$ cat config.mk
export PLATFORM = sky130hd
export DESIGN_NAME = cpu_instr_feeder
export DESIGN_NICKNAME = d
export VERILOG_FILES = /design/src/rtl/cpu_feeder_pkg.sv /design/src/rtl/cpu_feeder_fifo.sv /design/src/rtl/cpu_instr_feeder.sv
export SDC_FILE = /design/constraint.sdc
export NUM_CORES = 1
export LEC_CHECK = 0
export BUFFER_PORTS_ARGS = -buffer_cell sky130_fd_sc_hd__buf_2
export CAP_MARGIN = 20
export CORE_UTILIZATION = 62
export DETAILED_ROUTE_END_ITERATION = 8
export GPL_ROUTABILITY_DRIVEN = 0
export PLACE_DENSITY = 0.82
export SYNTH_ARGS = -nofsm -noshare
export SYNTH_HDL_FRONTEND = slang
export SYNTH_HIERARCHICAL = 1
export SYNTH_SLANG_ARGS = --single-unit
$ cat constraint.sdc
create_clock -name clk -period 8.4 [get_ports clk]
set_input_delay 0 -clock clk [delete_from_list [all_inputs] [get_ports clk]]
set_output_delay 0 -clock clk [all_outputs]
set_load 0.02 [all_outputs]
$ cat src/rtl/cpu_feeder_pkg.sv
// Shared types and constants for the cpu instruction feeder.
// State encoding, status-flag bit positions and the default datapath width.
package cpu_feeder_pkg;

  localparam int CPU_IW = 16;

  localparam int FLAG_N = 2;
  localparam int FLAG_V = 1;
  localparam int FLAG_Z = 0;

  typedef enum logic [2:0] {
    IDLE  = 3'd0,
    LOAD  = 3'd1,
    START = 3'd2,
    RUN   = 3'd3,
    DONE  = 3'd4
  } feeder_state_e;

endpackage

$ cat src/rtl/cpu_feeder_fifo.sv
// Generic synchronous FIFO with occupancy count and sticky overflow flag.
// Latency: a push into an empty FIFO is visible at head_dat the next cycle.
// Backpressure: push while full is dropped unless a pop happens the same cycle.
module cpu_feeder_fifo #(
  parameter int DEPTH = 8,
  parameter int W     = 16
) (
  input  logic                     clk,
  input  logic                     reset,
  input  logic                     push,
  input  logic [W-1:0]             push_dat,
  input  logic                     pop,
  output logic [W-1:0]             head_dat,
  output logic                     full,
  output logic                     empty,
  output logic [$clog2(DEPTH):0]   count,
  output logic                     overflow
);

  localparam int AW = $clog2(DEPTH);

  logic [W-1:0]  mem [DEPTH];
  logic [AW-1:0] wr_ptr;
  logic [AW-1:0] rd_ptr;
  logic          push_ok;
  logic          pop_ok;

  assign full     = (count == (AW+1)'(DEPTH));
  assign empty    = (count == '0);
  assign head_dat = mem[rd_ptr];
  assign pop_ok   = pop && !empty;
  assign push_ok  = push && (!full || pop_ok);

  always_ff @(posedge clk) begin
    if (push_ok) mem[wr_ptr] <= push_dat;
  end

  // Pointers wrap naturally because DEPTH is a power of two.
  always_ff @(posedge clk or negedge reset) begin
    if (!reset) begin
      wr_ptr   <= '0;
      rd_ptr   <= '0;
      count    <= '0;
      overflow <= 1'b0;
    end else begin
      if (push_ok) wr_ptr <= wr_ptr + AW'(1);
      if (pop_ok)  rd_ptr <= rd_ptr + AW'(1);
      case ({push_ok, pop_ok})
        2'b10:   count <= count + (AW+1)'(1);
        2'b01:   count <= count - (AW+1)'(1);
        default: count <= count;
      endcase
      if (push && !push_ok) overflow <= 1'b1;
    end
  end

endmodule

$ cat src/rtl/cpu_instr_feeder.sv
// Feeds queued instructions to the cpu over load/s/w and captures out + N/V/Z.
// Latency: 4 cycles + cpu execution time per instruction; optional CPU_FEEDER_WATCHDOG_EN.
// Backpressure: FIFO drops pushes when full (sticky overflow); issue waits on cpu_w.
module cpu_instr_feeder
  import cpu_feeder_pkg::*;
#(
  parameter int DEPTH   = 8,
  parameter int IW      = CPU_IW,
  parameter int TIMEOUT = 64
) (
  input  logic                   clk,
  input  logic                   reset,
  input  logic                   push,
  input  logic [IW-1:0]          push_instr,
  output logic                   full,
  output logic                   empty,
  output logic [$clog2(DEPTH):0] count,
  output logic                   overflow,
  input  logic                   cpu_w,
  input  logic [IW-1:0]          cpu_out,
  input  logic                   cpu_N,
  input  logic                   cpu_V,
  input  logic                   cpu_Z,
  output logic [IW-1:0]          cpu_in,
  output logic                   cpu_load,
  output logic                   cpu_s,
  output logic                   busy,
  output logic                   res_valid,
  output logic [IW-1:0]          res_data,
  output logic [2:0]             res_flags
`ifdef CPU_FEEDER_WATCHDOG_EN
  ,output logic                  wd_err
`endif
);

  if (DEPTH < 2 || TIMEOUT < 1) begin : g_bad_cfg
    $error("cpu_instr_feeder: DEPTH must be >= 2 and TIMEOUT >= 1");
  end

  feeder_state_e state;
  feeder_state_e state_nxt;
  logic [IW-1:0] head;
  logic          pop;
  logic          wd_abort;

  cpu_feeder_fifo #(.DEPTH(DEPTH), .W(IW)) u_fifo (
    .clk      (clk),
    .reset    (reset),
    .push     (push),
    .push_dat (push_instr),
    .pop      (pop),
    .head_dat (head),
    .full     (full),
    .empty    (empty),
    .count    (count),
    .overflow (overflow)
  );

`ifdef CPU_FEEDER_WATCHDOG_EN
  localparam int WDW = $clog2(TIMEOUT) + 1;
  localparam logic [WDW-1:0] WD_LAST = WDW'(TIMEOUT - 1);
  logic [WDW-1:0] wd_cnt;

  assign wd_abort = (state == START || state == RUN) && (wd_cnt == WD_LAST);

  always_ff @(posedge clk or negedge reset) begin
    if (!reset) begin
      wd_cnt <= '0;
      wd_err <= 1'b0;
    end else begin
      if (state == LOAD)                        wd_cnt <= '0;
      else if (state == START || state == RUN)  wd_cnt <= wd_cnt + WDW'(1);
      if (wd_abort) wd_err <= 1'b1;
    end
  end
`else
  assign wd_abort = 1'b0;
`endif

  // The head entry stays in the FIFO until its instruction retires or is abandoned.
  assign pop = (state == DONE) || wd_abort;

  always_comb begin
    state_nxt = state;
    case (state)
      IDLE:    if (!empty && cpu_w) state_nxt = LOAD;
      LOAD:    state_nxt = START;
      START:   if (!cpu_w) state_nxt = RUN;
      RUN:     if (cpu_w) state_nxt = DONE;
      DONE:    state_nxt = IDLE;
      default: state_nxt = IDLE;
    endcase
    if (wd_abort) state_nxt = IDLE;
  end

  always_ff @(posedge clk or negedge reset) begin
    if (!reset) begin
      state     <= IDLE;
      busy      <= 1'b0;
      cpu_in    <= '0;
      cpu_load  <= 1'b0;
      cpu_s     <= 1'b0;
      res_valid <= 1'b0;
      res_data  <= '0;
      res_flags <= '0;
    end else begin
      state     <= state_nxt;
      busy      <= (state_nxt != IDLE);
      cpu_load  <= (state == IDLE) && (state_nxt == LOAD);
      cpu_s     <= (state_nxt == START);
      res_valid <= (state == RUN) && (state_nxt == DONE);
      if (state == IDLE && state_nxt == LOAD) cpu_in <= head;
      // Capture on the edge that samples cpu_w high so data aligns with res_valid.
      if (state == RUN && state_nxt == DONE) begin
        res_data          <= cpu_out;
        res_flags[FLAG_N] <= cpu_N;
        res_flags[FLAG_V] <= cpu_V;
        res_flags[FLAG_Z] <= cpu_Z;
      end
    end
  end

endmodule
Word level (Yosys, flattened, before mapping)
Memories as Yosys holds them, arrays and structs flattened. A register that Yosys moved wholly into a read port is not among the register bits.
Cells that the tools add are included.
W data, S select, Z words.
{"block": "totals", "reg_bits": 37, "ram_bits": 128, "input_bits": 39, "output_inout_bits": 46, "word_cells": 48, "memories": 1}
{"block": "classes", "add_sub_neg": 4, "eq_ne": 10, "mux": 7, "reduce_logical": 15}
{"name": "u_fifo.mem", "depth": 8, "width": 16, "read_ports": 1, "rd_ports_with_merged_regs": 1, "write_ports": 1, "line_no": "cpu_feeder_fifo.sv:22", "source": "logic [W-1:0] mem [DEPTH];"}
{"op": "$pmux W3 S4", "n": 1}
{"op": "$eq A3 B2 Y1 const B", "n": 3}
{"op": "$mux W3", "n": 3}
{"op": "$pmux W4 S2", "n": 1}
{"op": "$add A3 B1 Y3 const B", "n": 2}
{"op": "$eq A3 B1 Y1 const B", "n": 2}
{"op": "$eq A3 B3 Y1 const B", "n": 2}
{"op": "$logic_and A1 B1 Y1", "n": 6}
{"op": "$add A4 B1 Y4 const B", "n": 1}
{"op": "$eq A4 B4 Y1 const B", "n": 1}
{"op": "$logic_not A1 Y1", "n": 4}
{"op": "$logic_not A4 Y1", "n": 1}
{"op": "$sub A4 B1 Y4 const B", "n": 1}
{"op": "$logic_not A3 Y1", "n": 1}
{"op": "$reduce_bool A3 Y1", "n": 1}
{"op": "$eq A2 B1 Y1 const B", "n": 1}
{"op": "$eq A2 B2 Y1 const B", "n": 1}
{"op": "$mux W1", "n": 2}
{"op": "$reduce_bool A2 Y1", "n": 1}
{"op": "$logic_or A1 B1 Y1", "n": 1}

Longest topological paths before layout
{"block": "logic_depth", "word_depth": 7, "ltp_mapped": 10, "mapped_depth_nobuf": 10}

Cells and area by module
Netlist, hierarchy kept.
{"mod": "cpu_feeder_fifo", "n_inst": 1, "cells_each": 261, "area_per_inst_um2": 5629.1, "seq_area_each_um2": 4119.0}
{"mod": "cpu_instr_feeder", "n_inst": 1, "cells_each": 95, "area_per_inst_um2": 1616.6, "seq_area_each_um2": 1051.0}

Least setup slack after synthesis
OpenSTA, ideal clock, no wires.
{"block": "synth_path", "path_type": "register to register", "from": "reg state[0]", "to": "mem u_fifo.mem[0][0] (enable)", "setup_time_ns": 0.409, "t_arrival_ns": 2.429, "required_ns": 7.991, "path_slack_ns": 5.562, "path_stages_with_launch": 7, "n_path_buf": 0, "period_less_slack_ns": 2.838, "path_cell_list": "dfrtp_1 -> nor2_1 -> and2_1 -> nand2b_1 -> o21a_1 -> nand2b_1 -> nor3_1"}
{"block": "synth_via", "elab_chain_cells": 6}
{"element": "start: declaration", "line_no": "cpu_instr_feeder.sv:40", "source": "feeder_state_e state;"}
{"element": "start signal: assignment", "line_no": "cpu_instr_feeder.sv:107", "source": "state <= state_nxt;"}
{"element": "$eq A3 B3 Y1", "line_no": "cpu_instr_feeder.sv:81", "source": "assign pop = (state == DONE) || wd_abort;"}
{"element": "named net pop", "line_no": "cpu_instr_feeder.sv:43", "source": "logic pop;"}
{"element": "$logic_and A1 B1 Y1", "line_no": "cpu_feeder_fifo.sv:31", "source": "assign pop_ok = pop && !empty;"}
{"element": "$logic_or A1 B1 Y1", "line_no": "cpu_feeder_fifo.sv:32", "source": "assign push_ok = push && (!full || pop_ok);"}
{"element": "$logic_and A1 B1 Y1", "line_no": "cpu_feeder_fifo.sv:32"}
{"element": "$mux W1", "line_no": "cpu_feeder_fifo.sv:35", "source": "if (push_ok) mem[wr_ptr] <= push_dat;"}
{"element": "$mux W1 (implied by the code)", "line_no": "cpu_feeder_fifo.sv:35"}
{"element": "end: declaration", "line_no": "cpu_feeder_fifo.sv:22"}
The timed path passes the listed nets, and every way through them passes these cells.

Worst setup path after layout
{"block": "layout_path", "from": "reg state[1]", "to": "mem u_fifo.mem[4][12] (enable)"}
Same word-level chain as after synthesis.

==> qor.yml <==
sta:
  tns_ns: 0
  timing.hold.ws_ns: 0.1046
  finalClockSkew_ns: 0.01513
  relSlewSlack: 0.2966
  hold_viol: 0
  layout_setup_ws_ns: 5.476
  setup_viol_count_final: 0
  max_freq_mhz: 342.0
  timing.final.crit_share: 0.3481
  min_period_ns: 2.924
  rsz0062_at_grt: "no"
  tightest_slew_ns: 1.054
  slew_viol_final: 0
cts:
  cts_buffers: 17
  clockBufferDepth: 2
  htree_levels: 4
  clk_pin_slew_ns: 0.06
  ctsResizeCount: 0
  cts_root_buf: "clkbuf_16"
  clock-sinks: 181
  worstSkewPairLatency_ns: 0.43
  cts_tree: "built"
route:
  num_vias: 3810
  vias_per_cell: 5.889
  dr.pass1.iters: 4
  wl_mm: 13.41
  drcViolationCount: 0
  wire_per_inst_um: 20.73
  dr.first_iter.drc_count: 239
  postRouteAntennaNets: 0
critical_path:
  required_ns: 8.53
  cp_top_family: "simple AND/OR/NAND/NOR gates"
  worstPathCellList: "nor2_1 -> and2_1 -> nand2b_1 -> o21a_1 -> nand2b_1 -> nor2_1 -> buf_4"
  crit_buf_inv: 1
  cpPeakStageDelay_ns: 0.77
  crit_arrival_ns: 3.05
  cp_slowest_cell: "nor2_1"
  start_kind: "register"
  end_kind: "register"
  cp_max_fo: 9
  crit_type: "reg2reg"
grt:
  antenna_found_initial: 0
  track_usage: 0.2426
  grt_pass1_vias: 3771
  grt_overflow_total: 0
  grt_max_degree: 35
  grt_first_pass_wirelength_mm: 20.25
placement:
  io_buffers: 84
  dpl_worst_slack_ns: 5.608
  dpl-instance-area_um2: 7815
  placedCellCount: 577
  dp.final_hpwl_mm: 7.811
synth:
  syn_area_um2: 7246
  synth_ff_type: "edfxtp_1"
  synth.distinct_cells: 41
  synth_cells: 356
  synth_edf_count: 128
  ys_seq_area_frac: 0.7135
  synth_seq_cells: 181
  synth.avg_cell_area_um2: 20.35
  synth.net_count: 400
  ys.warnings.count: 6
  async_flop_share: 0.2928
power:
  ir_worst_vdd_mv: 0.2673
  powerDensity_nw_per_um2: 353.8
  fin_total_pwr_mw: 3.129
  p_leak_nw: 3.409
die:
  die-width_um: 110.1
  ios: 85
  initial_core_util: 0.6346
  rows: 39
  coreArea_um2: 11420
  die_area_um2: 12120
  dieHeight_um: 110.1
cells_and_area:
  final_core_util: 0.7745
  nFillCells: 591
  drive_above_1_share: 0.3909
  antenna_cells: 0
  design_area_um2: 8843
  area_delta_synth_final_pct: 22.05
  final_nets: 535
  instances_no_fill: 647
status:
  status: "finished clean"
flow_run:
  drv_cap: 0
worst_hold_path:
  hold_class: "in2async"
[registers in the layout, indices dropped and copies added, names as in the netlist]
signal	cells
res_data	16
res_valid	1
u_fifo/overflow	1
cpu_load	1
state	3
res_flags	3
u_fifo/mem	128
u_fifo/count	4
u_fifo/wr_ptr	3
busy	1
cpu_in	16
u_fifo/rd_ptr	3
cpu_s	1
[path summary, 6_finish.rpt]
| kind | start | to | slack [ns] | cells after the start |
|---|---|---|---|---|
| max | state[1] | u_fifo/mem[4][12] | 5.48 | 7 |
| min | reset | res_valid | 0.10 | 2 |
| max reg2reg | state[1] | u_fifo/mem[4][12] | 5.48 | 7 |
| min reg2reg | u_fifo/overflow | u_fifo/overflow | 0.49 | 1 |
| max in group asynchronous | reset | res_data[12] | 7.48 | 3 |
| min in group clk | cpu_V | res_flags[1] | 0.34 | 3 |
[power breakdown]
group	internal (mW)	switching, mW
Sequential	1.18	0.116
Combinational	0.473	0.506
Clock	0.539	0.315
Total	2.19	0.937
[routing by layer]
metal,share of wire,up-vias,global-route usage
li1,-,1693,-
met4,0.029,0,0.1184
met1,0.43,1934,0.3263
met3,0.056,32,0.05232
met5,0,-,0
met2,0.49,151,0.3826
[logic make-up after synthesis]
| kind of cell | count (synthesis) | synth area share |
|---|---|---|
| adders and majority gates | 5 | 0.009671 |
| DFF | 181 | 0.7135 |
| and+or+nand+nor | 42 | 0.03143 |
| muxes | 88 | 0.2045 |
| buffers and inverters | 22 | 0.01968 |
| AOI/OAI and AO/OA | 12 | 0.01399 |
| xor gates and xnor gates | 6 | 0.007253 |
[synth_stat cells (4+ instances only)]
| library cell | n | area, µm² |
|---|---|---|
| mux4_2 | 7 | 157.7 |
| mux2_2 | 45 | 506.7 |
| inv_1 | 6 | 22.52 |
| ha_1 | 4 | 50.05 |
| mux4_1 | 25 | 656.9 |
| buf_2 | 4 | 20.02 |
| xnor2_1 | 4 | 35.03 |
| mux2_4 | 10 | 150.1 |
| buf_6 | 5 | 56.30 |
| nand2_1 | 10 | 37.54 |
| clkbuf_1 | 4 | 15.01 |
| nor2_1 | 12 | 45.04 |
| dfrtp_1 | 53 | 1326 |
| nand2b_1 | 4 | 25.02 |
| edfxtp_1 | 128 | 3844 |
[cell usage in the layout (no fill, tap or decap), types with 2 or more instances in the layout]
cell | Yosys | final
a21oi_1 | 3 | 3
buf_2 | 4 | 84
buf_4 | 0 | 10
bufinv_16 | 0 | 4
clkbuf_1 | 4 | 3
clkbuf_16 | 0 | 17
clkbuf_8 | 0 | 5
clkinv_4 | 0 | 2
dfrtp_1 | 53 | 53
dlygate4sd3_1 | 0 | 38
edfxtp_1 | 128 | 128
ha_1 | 4 | 4
inv_1 | 6 | 6
mux2_2 | 45 | 45
mux2_4 | 10 | 10
mux4_1 | 25 | 25
mux4_2 | 7 | 7
nand2_1 | 10 | 10
nand2b_1 | 4 | 4
nand3_1 | 3 | 3
nor2_1 | 12 | 10
nor2_2 | 0 | 2
nor3_2 | 0 | 2
o21a_1 | 2 | 2
or2_2 | 2 | 2
or2b_1 | 2 | 2
xnor2_1 | 4 | 4
xor2_1 | 2 | 2
[repair_timing]
action	4_1_cts	5_1_grt
hold endpoints to repair	178	0
hold buffers	38	0
setup buffers	0	0
[final cells by class]
class	instances	area [µm²]	area share
clock buffers	25	505.5	0.05716
clock inverters	7	142.6	0.01613
inverters	6	22.52	0.002547
multi-input cells	153	1948	0.2203
flip-flops and latches	181	5170	0.5846
well taps	143	178.9	0.02023
repair buffers	132	875.8	0.09904
Note: power is estimated with default switching activity, not from simulation.
